## config.mk

```make
export PLATFORM = sky130hd
export DESIGN_NAME = pc_fetch_ctrl
export DESIGN_NICKNAME = d
export VERILOG_FILES = /design/src/rtl/core_pkg.sv /design/src/rtl/pc_target_mux.sv /design/src/rtl/pc_fetch_ctrl.sv
export SDC_FILE = /design/constraint.sdc
export NUM_CORES = 1
export LEC_CHECK = 0
export BUFFER_PORTS_ARGS = -buffer_cell sky130_fd_sc_hd__buf_4
export CORE_UTILIZATION = 35
export CTS_BUF_LIST = sky130_fd_sc_hd__clkbuf_2
export CTS_CLUSTER_SIZE = 40
export DETAILED_ROUTE_END_ITERATION = 10
export PLACE_DENSITY = 0.65
export SETUP_SLACK_MARGIN = 0.3
export SKIP_LAST_GASP = 1
export SYNTH_ARGS = -nofsm -noshare
export SYNTH_HDL_FRONTEND = slang
export SYNTH_HIERARCHICAL = 1
export SYNTH_SLANG_ARGS = --single-unit
```

## constraint.sdc

```tcl
create_clock -name clk -period 8 [get_ports clk]
set_input_delay 0 -clock clk [delete_from_list [all_inputs] [get_ports clk]]
set_output_delay 0 -clock clk [all_outputs]
set_load 0.02 [all_outputs]
```

## src/rtl/core_pkg.sv

```systemverilog
// Shared fetch-path types and constants: PC source select, fetch FSM states,
// default vectors and the buffered-redirect payload.
package core_pkg;

    localparam int unsigned XLEN = 32;

    localparam logic [XLEN-1:0] RESET_VECTOR_DEF = 32'h0000_0000;
    localparam logic [XLEN-1:0] TRAP_VECTOR_DEF  = 32'h0000_0100;

    typedef enum logic [1:0] {
        PC_SEL_PLUS4  = 2'd0,
        PC_SEL_JALR   = 2'd1,
        PC_SEL_BRANCH = 2'd2,
        PC_SEL_JAL    = 2'd3
    } pc_sel_t;

    typedef enum logic [1:0] {
        BOOT  = 2'd0,
        FETCH = 2'd1,
        PEND  = 2'd2
    } fetch_state_t;

    // Redirect held while the fetch in flight waits for memory
    typedef struct packed {
        logic [XLEN-1:0] load;
        logic [XLEN-1:0] tgt;
        logic            mis;
    } redir_t;

    function automatic logic is_misaligned(input logic [XLEN-1:0] addr);
        return addr[1:0] != 2'b00;
    endfunction

endpackage

```

## src/rtl/pc_target_mux.sv

```systemverilog
// Next-PC source select plus misaligned-target trap substitution.
module pc_target_mux
    import core_pkg::*;
#(
    parameter logic [XLEN-1:0] TRAP_VECTOR = TRAP_VECTOR_DEF
) (
    input  logic [XLEN-1:0] pc_plus4,
    input  logic [XLEN-1:0] jalr,
    input  logic [XLEN-1:0] branch,
    input  logic [XLEN-1:0] jal,
    input  pc_sel_t         sel,
    output logic [XLEN-1:0] load_val_c,
    output logic            mis_c,
    output logic [XLEN-1:0] tgt_c
);

    always_comb begin
        tgt_c = pc_plus4;
        case (sel)
            PC_SEL_JALR:   tgt_c = jalr;
            PC_SEL_BRANCH: tgt_c = branch;
            PC_SEL_JAL:    tgt_c = jal;
            default:       tgt_c = pc_plus4;
        endcase
        mis_c      = is_misaligned(tgt_c);
        load_val_c = mis_c ? TRAP_VECTOR : tgt_c;
    end

endmodule

```

## src/rtl/pc_fetch_ctrl.sv

```systemverilog
// PC register and instruction-fetch handshake controller with a one-deep
// redirect buffer for redirects that arrive while a fetch is stuck in memory.
module pc_fetch_ctrl
    import core_pkg::*;
#(
    parameter logic [31:0] RESET_VECTOR = RESET_VECTOR_DEF,
    parameter logic [31:0] TRAP_VECTOR  = TRAP_VECTOR_DEF
) (
    input  logic        clk,
    input  logic        rst_n,
    input  logic [31:0] jalr,
    input  logic [31:0] branch,
    input  logic [31:0] jal,
    input  logic [1:0]  pc_sel,
    input  logic        redirect,
    input  logic        stall,
    input  logic        imem_ready,
    output logic        imem_valid,
    output logic [31:0] imem_addr,
    output logic [31:0] pc,
    output logic [31:0] pc_plus4,
    output logic        flush,
    output logic        misalign,
    output logic [31:0] bad_addr
);

    fetch_state_t    state_q, state_d;
    logic [XLEN-1:0] pc_q, pc_d;
    redir_t          rbuf_q, rbuf_d;
    logic            req_pending_q, req_pending_d;
    logic            flush_q, flush_d;
    logic            misalign_q, misalign_d;
    logic [XLEN-1:0] bad_addr_q, bad_addr_d;

    logic [XLEN-1:0] load_val_c, tgt_c;
    logic            mis_c;
    logic            accept_c, eff_redirect_c;

    assign pc_plus4   = pc_q + XLEN'(4);
    assign imem_addr  = pc_q;
    assign pc         = pc_q;
    assign flush      = flush_q;
    assign misalign   = misalign_q;
    assign bad_addr   = bad_addr_q;
    assign imem_valid = (state_q != BOOT) && (!stall || req_pending_q);

    assign accept_c       = imem_valid && imem_ready;
    assign eff_redirect_c = redirect && (pc_sel != 2'd0);

    pc_target_mux #(
        .TRAP_VECTOR (TRAP_VECTOR)
    ) u_mux (
        .pc_plus4   (pc_plus4),
        .jalr       (jalr),
        .branch     (branch),
        .jal        (jal),
        .sel        (pc_sel_t'(pc_sel)),
        .load_val_c (load_val_c),
        .mis_c      (mis_c),
        .tgt_c      (tgt_c)
    );

    always_ff @(posedge clk or negedge rst_n) begin
        if (!rst_n) begin
            state_q       <= BOOT;
            pc_q          <= RESET_VECTOR;
            rbuf_q        <= '0;
            req_pending_q <= 1'b0;
            flush_q       <= 1'b0;
            misalign_q    <= 1'b0;
            bad_addr_q    <= '0;
        end else begin
            state_q       <= state_d;
            pc_q          <= pc_d;
            rbuf_q        <= rbuf_d;
            req_pending_q <= req_pending_d;
            flush_q       <= flush_d;
            misalign_q    <= misalign_d;
            bad_addr_q    <= bad_addr_d;
        end
    end

    always_comb begin
        state_d       = state_q;
        pc_d          = pc_q;
        rbuf_d        = rbuf_q;
        req_pending_d = imem_valid && !imem_ready;
        flush_d       = 1'b0;
        misalign_d    = 1'b0;
        bad_addr_d    = bad_addr_q;

        case (state_q)
            BOOT: begin
                state_d       = FETCH;
                req_pending_d = 1'b0;
            end
            FETCH: begin
                if (eff_redirect_c) begin
                    if (req_pending_q && !imem_ready) begin
                        rbuf_d  = '{load: load_val_c, tgt: tgt_c, mis: mis_c};
                        state_d = PEND;
                    end else begin
                        // An unaccepted first-cycle request at the old PC is withdrawn
                        pc_d          = load_val_c;
                        flush_d       = 1'b1;
                        misalign_d    = mis_c;
                        req_pending_d = 1'b0;
                        if (mis_c) begin
                            bad_addr_d = tgt_c;
                        end
                    end
                end else if (accept_c) begin
                    pc_d = pc_plus4;
                end
            end
            PEND: begin
                if (accept_c) begin
                    pc_d       = rbuf_q.load;
                    flush_d    = 1'b1;
                    misalign_d = rbuf_q.mis;
                    state_d    = FETCH;
                    if (rbuf_q.mis) begin
                        bad_addr_d = rbuf_q.tgt;
                    end
                end
            end
            default: begin
                state_d = BOOT;
            end
        endcase
    end

endmodule

```

* Yosys cells after proc, flatten, opt, wreduce, memory -nomap -nowiden
Index checks and enable logic that the tools add are counted.
** Operators by class
- Add/sub/neg operators :: 1
- $mul :: 0
- Divide/modulo/power cells :: 0
- Order comparisons :: 0
- Equal/unequal tests :: 13
- Shifts and indexed selects :: 0
- Multiplexer cells :: 28
- Bitwise gates (word level) :: 0
- Reductions and logical operators :: 17
** Operators by type and width (count)
- 2-to-1 mux 32 bit :: 10
- one-hot mux 32 bit (2 select lines) :: 2
- one-hot mux 32 bit (3 select lines) :: 1
- adder 32 x 3 -> 32 bit, second input constant :: 1
- != test 2 bit, second input constant :: 6
- 2-to-1 mux 1 bit :: 8
- nonzero test 2 bit :: 4
- == test 2 bit, second input constant :: 3
- 2-to-1 mux 2 bit :: 3
- != test 3 bit, second input constant :: 2
- one-hot mux 1 bit (2 select lines) :: 3
- one-hot mux 2 bit (3 select lines) :: 1
- AND reduction 3 bit :: 2
- AND reduction 6 bit :: 1
- logical AND 1 bit :: 5
- == test 2 x 1 -> 1 bit, second input constant :: 2
- AND reduction 4 bit :: 1
- zero test 1 bit :: 2
- zero test 2 bit :: 1
- logical OR 1 bit :: 1
** Word-level totals
- Register bits :: 134
- Bits in latches :: 0
- Bits in writable memories :: 0
- Bits in read-only memories :: 0
- Word-level logic and storage cells :: 68
- Memories kept :: 0

* Depth between registers and ports, before layout
- Depth in word-level cells :: 7
- Depth in mapped cells :: 12

* Hierarchy
The synthesis kept the hierarchy.
** By module, submodules not included
- pc_fetch_ctrl :: times used 1, cells each 820, area each 7078.0 um^2, seq. area each 3353.2 um^2
- pc_target_mux :: times used 1, cells each 79, area each 1073.5 um^2, seq. area each 0.0 um^2

* Worst setup path after synthesis
Ideal clock, no wire load.
- Path kind :: register to register
- Start :: register pc_q[4], in the netlist imem_addr[4]
- End :: register pc_q[29], in the netlist imem_addr[29]
- Arrival :: 3.238 ns
- Slack :: 4.696 ns
- Cell stages (with the launch flop) :: 12
- Path buffers :: 1
- Clock period less this slack :: 3.304 ns
- Cell sequence :: dfrtp_1 -> buf_4 -> nand4_4 -> or4_4 -> nor3_2 -> nand2_1 -> xnor2_1 -> mux4_1 -> nor3b_1 -> nor2_1 -> o31ai_1 -> o311a_1
** On the way
- Cells in the longest elaborated chain, start to end :: 6
** RTL lines
- start: declaration :: RTL line pc_fetch_ctrl.sv:28 : logic [XLEN-1:0] pc_q, pc_d;
- start signal: assignment :: RTL line pc_fetch_ctrl.sv:74 : pc_q <= pc_d;
- adder 32 x 3 -> 32 bit :: RTL line pc_fetch_ctrl.sv:39 : assign pc_plus4 = pc_q + XLEN'(4);
- net pc_plus4[29] :: RTL line pc_fetch_ctrl.sv:21 : output logic [31:0] pc_plus4,
- one-hot mux 32 bit (3 select lines) :: RTL line pc_target_mux.sv:19 : case (sel)
- net tgt_c[29] :: RTL line pc_fetch_ctrl.sv:35 : logic [XLEN-1:0] load_val_c, tgt_c;
- 2-to-1 mux 32 bit :: RTL line pc_target_mux.sv:26 : load_val_c = mis_c ? TRAP_VECTOR : tgt_c;
- net load_val_c[29] :: RTL line pc_fetch_ctrl.sv:35
- 2-to-1 mux 32 bit :: RTL line pc_fetch_ctrl.sv:99 : if (req_pending_q && !imem_ready) begin
- 2-to-1 mux 32 bit :: RTL line pc_fetch_ctrl.sv:98 : if (eff_redirect_c) begin
- one-hot mux 32 bit (2 select lines) :: RTL line pc_fetch_ctrl.sv:92 : case (state_q)
The timed path passes the listed nets, and every way through them passes these cells. The select of a mux whose other input is x is not followed.
A chain may end at the register's enable or synchronous reset.

* Worst setup path in the final report
- Start :: register pc_q[2], in the netlist imem_addr[2]
- End :: register bad_addr_q[27], in the netlist bad_addr[27]
** On the way
- Cells in the longest elaborated chain, start to end :: 6
** RTL lines
- adder 32 x 3 -> 32 bit :: RTL line pc_fetch_ctrl.sv:39
- one-hot mux 32 bit (3 select lines) :: RTL line pc_target_mux.sv:19
- net tgt_c[27] :: RTL line pc_fetch_ctrl.sv:35
- 2-to-1 mux 32 bit :: RTL line pc_fetch_ctrl.sv:108 : if (mis_c) begin
- 2-to-1 mux 32 bit :: RTL line pc_fetch_ctrl.sv:99
- 2-to-1 mux 32 bit :: RTL line pc_fetch_ctrl.sv:98
- one-hot mux 32 bit (2 select lines) :: RTL line pc_fetch_ctrl.sv:92
- end signal: assignment :: RTL line pc_fetch_ctrl.sv:79 : bad_addr_q <= bad_addr_d;
- end: declaration :: RTL line pc_fetch_ctrl.sv:33 : logic [XLEN-1:0] bad_addr_q, bad_addr_d;
The timed path passes the listed nets, and every way through them passes these cells. The select of a mux whose other input is x is not followed.

==> reports/results.tsv <==
metric	value	unit
outcome	complete, no violations	
grt-ovfl-total	0	
drc_errors	0	
vias	7586	
ys.warnings.count	6	
initial_core_util	0.3590	
yosysUniqueCellTypes	64	
fmax	0.2395	GHz
grt_pass1_vias	7614	
fillers	2216	
clk_latency	730	ps
p_total	3.497	mW
yosys.area.top_type	dfrtp_1	
htree_levels	4	
finalSetupViolCount	0	
dp_hpwl	17430	um
netlist_area	8152	um2
layout.cells.non_filler	1443	
use_met3	0.04175	
p_leak	5.184	nW
slew_headroom	0.3009	
use_met1	0.2927	
drv_slew	0	
use_met2	0.3827	
vias_per_cell	5.257	
top_usage_layer	met2	
holdBufCountCts	78	
core-area	22710	um2
post-route-util	0.4783	
root_buffer	clkbuf_2	
avgSynthCellArea	9.067	um2
path_class	flip-flop to flip-flop	
critPathRequiredTime	8590	ps
timing.final.crit_share	0.5220	
syn_inst	899	
wl	26440	um
drive_gt1_frac	0.2737	
ys_seq_area_frac	0.4114	
final_nets	1252	
cts_buffers	17	
diodes	0	
grtUsageTotal	0.2243	
worst-endpoint-arrival	4760	ps
timing_hold_violations_final	0	
postLayoutCellArea	10860	um2
dpl_cell_area	9838	um2
grt_max_degree	72	
synth-async-reset-ratio	1.000	
finalClockSkew	35.57	ps
postRouteAntennaNets	0	
synth_area_leaders	dfrtp_1 (41%), nand2_1 (13%), mux4_2 (7.2%), mux2i_1 (4.4%), buf_4 (3.6%)	
wl_per_cell	18.33	um
dp.cells	1333	
cts_setup_buffers	0	
num_io_pins	234	
rsz0062_at_grt	false	
hp-class	input pin to flip-flop	
die-area	23900	um2
clock_path_buffers	2	
grt_pass1_wl	41300	um
tightest_slew	1039	ps
yosysTopAreaCellShare	0.4114	
fin_crit	4176	ps
powerDensity	321.9	nW/um2
tns	0	ps
drtIter0Drc	455	
peakVddDrop	174.4	uV
cts_tree	yes	
cts_resized	0	
gp_congestion	0.8161	
ys_seq_elements	134	
synth_edf_count	0	
path_clk_slew	210	ps
crit_path_end_kind	flip-flop	
cap_viol_max_count	0	
fp-row-count	55	
cp-start-kind	flip-flop	
synth_commonest_cells	nand2_1 (274), dfrtp_1 (134), o21ai_0 (55)	
die_w	154.6	um
clock-sinks	134	
grt_antenna_before_repair	0	
numPortBuffers	233	
ys.flop_type	dfrtp_1	
syn_to_final_growth	33.25	%
die_h	154.6	um
cp_max_fo	10	
yosysMostFrequentCell	nand2_1	
firstDrtPassIters	4	
-- logic make-up (layout without fill, tap and decap cells) --
| group | count (synthesis) | in the layout | share of synthesized area |
|---|---|---|---|
| simple gates | 416 | 416 | 0.2321 |
| mux | 72 | 72 | 0.1409 |
| buf+inv | 110 | 368 | 0.07276 |
| fa+ha+maj | 4 | 4 | 0.006140 |
| xor+xnor | 25 | 25 | 0.02686 |
| flops | 134 | 134 | 0.4114 |
| compound gates | 137 | 137 | 0.1094 |
| other cells | 1 | 2 | 0.0004600 |
-- path summary, 6_finish.rpt --
kind                                 to         start  depth (start not counted)  slack (ps)
max                        bad_addr[27]  imem_addr[2]                          8        3820
min                          rbuf_q[37]     branch[4]                          5          40
max in group asynchronous    rbuf_q[23]         rst_n                          4        6780
min in group asynchronous    rbuf_q[32]         rst_n                          4         340
max reg2reg                bad_addr[27]  imem_addr[2]                          8        3820
min reg2reg                  rbuf_q[31]    rbuf_q[31]                          2         500
-- flip-flops by register name, summed over array words and instances (netlist names) --
name           cells
flush              1
state_q            2
rbuf_q            65
misalign           1
imem_addr         32
bad_addr          32
req_pending_q      1
-- worst max-delay path: stages, from the launching register on --
cell,delay [ps]
dfrtp_1,660
nand3_1,330
nor4_1,960
nand4_1,410
xnor2_1,250
mux4_2,480
dlygate4sd3_1,580
mux2i_1,250
o21ai_0,110
-- cells in the final DEF, fill, tap and decap left out, drive strengths merged, types with 6 or more instances in the layout --
cell and count:
a31oi 8, nor3 8, xnor2 17, nor2 37, nand4 7, a211o 6, mux4 32, nand3 17
inv 18, or3 9, a21oi 19, clkinv 8, dlygate4sd3 77, o21ai 56, clkbuf 18, mux2i 36
buf 242, xor2 8, nor3b 29, nand2 274, dfrtp 134, a2bb2oi 6, and3 14
-- through the flow --
stage,worst slack (ps),hold WS [ps]
after global routing,3708,17.44
after global placement,4249,43.79
after CTS,3894,0.7511
after floorplan,4696,-295.6
after detailed placement,4123,39.67
final,3824,41.48
-- final cells by class --
class / instances / area, um2 / share of cell area
Clock inverter: 14 / 135.1 / 0.01244
Timing Repair Buffer: 319 / 2611 / 0.2404
Clock buffer: 18 / 90.09 / 0.008294
Multi-Input combinational cell: 656 / 4252 / 0.3914
Sequential cell: 134 / 3353 / 0.3087
Tap cell: 285 / 356.6 / 0.03283
Inverter: 17 / 63.81 / 0.005875
-- where the power goes --
group          switching (mW)  internal (mW)  leakage [nW]  total [mW]
clock                   0.264          0.141         0.133       0.405
combinational            1.06          0.799          3.31        1.86
sequential              0.283          0.951          1.74        1.23
-- layer usage --
layer / part of all wire / routed length (um) / vias up
li1: - / - / 3584
met1: 0.44 / 11720 / 3708
met2: 0.49 / 12930 / 267
met3: 0.057 / 1502 / 27
met4: 0.011 / 296 / 0
met5: 0 / 0 / -
Power figures use the tool's default switching activity.
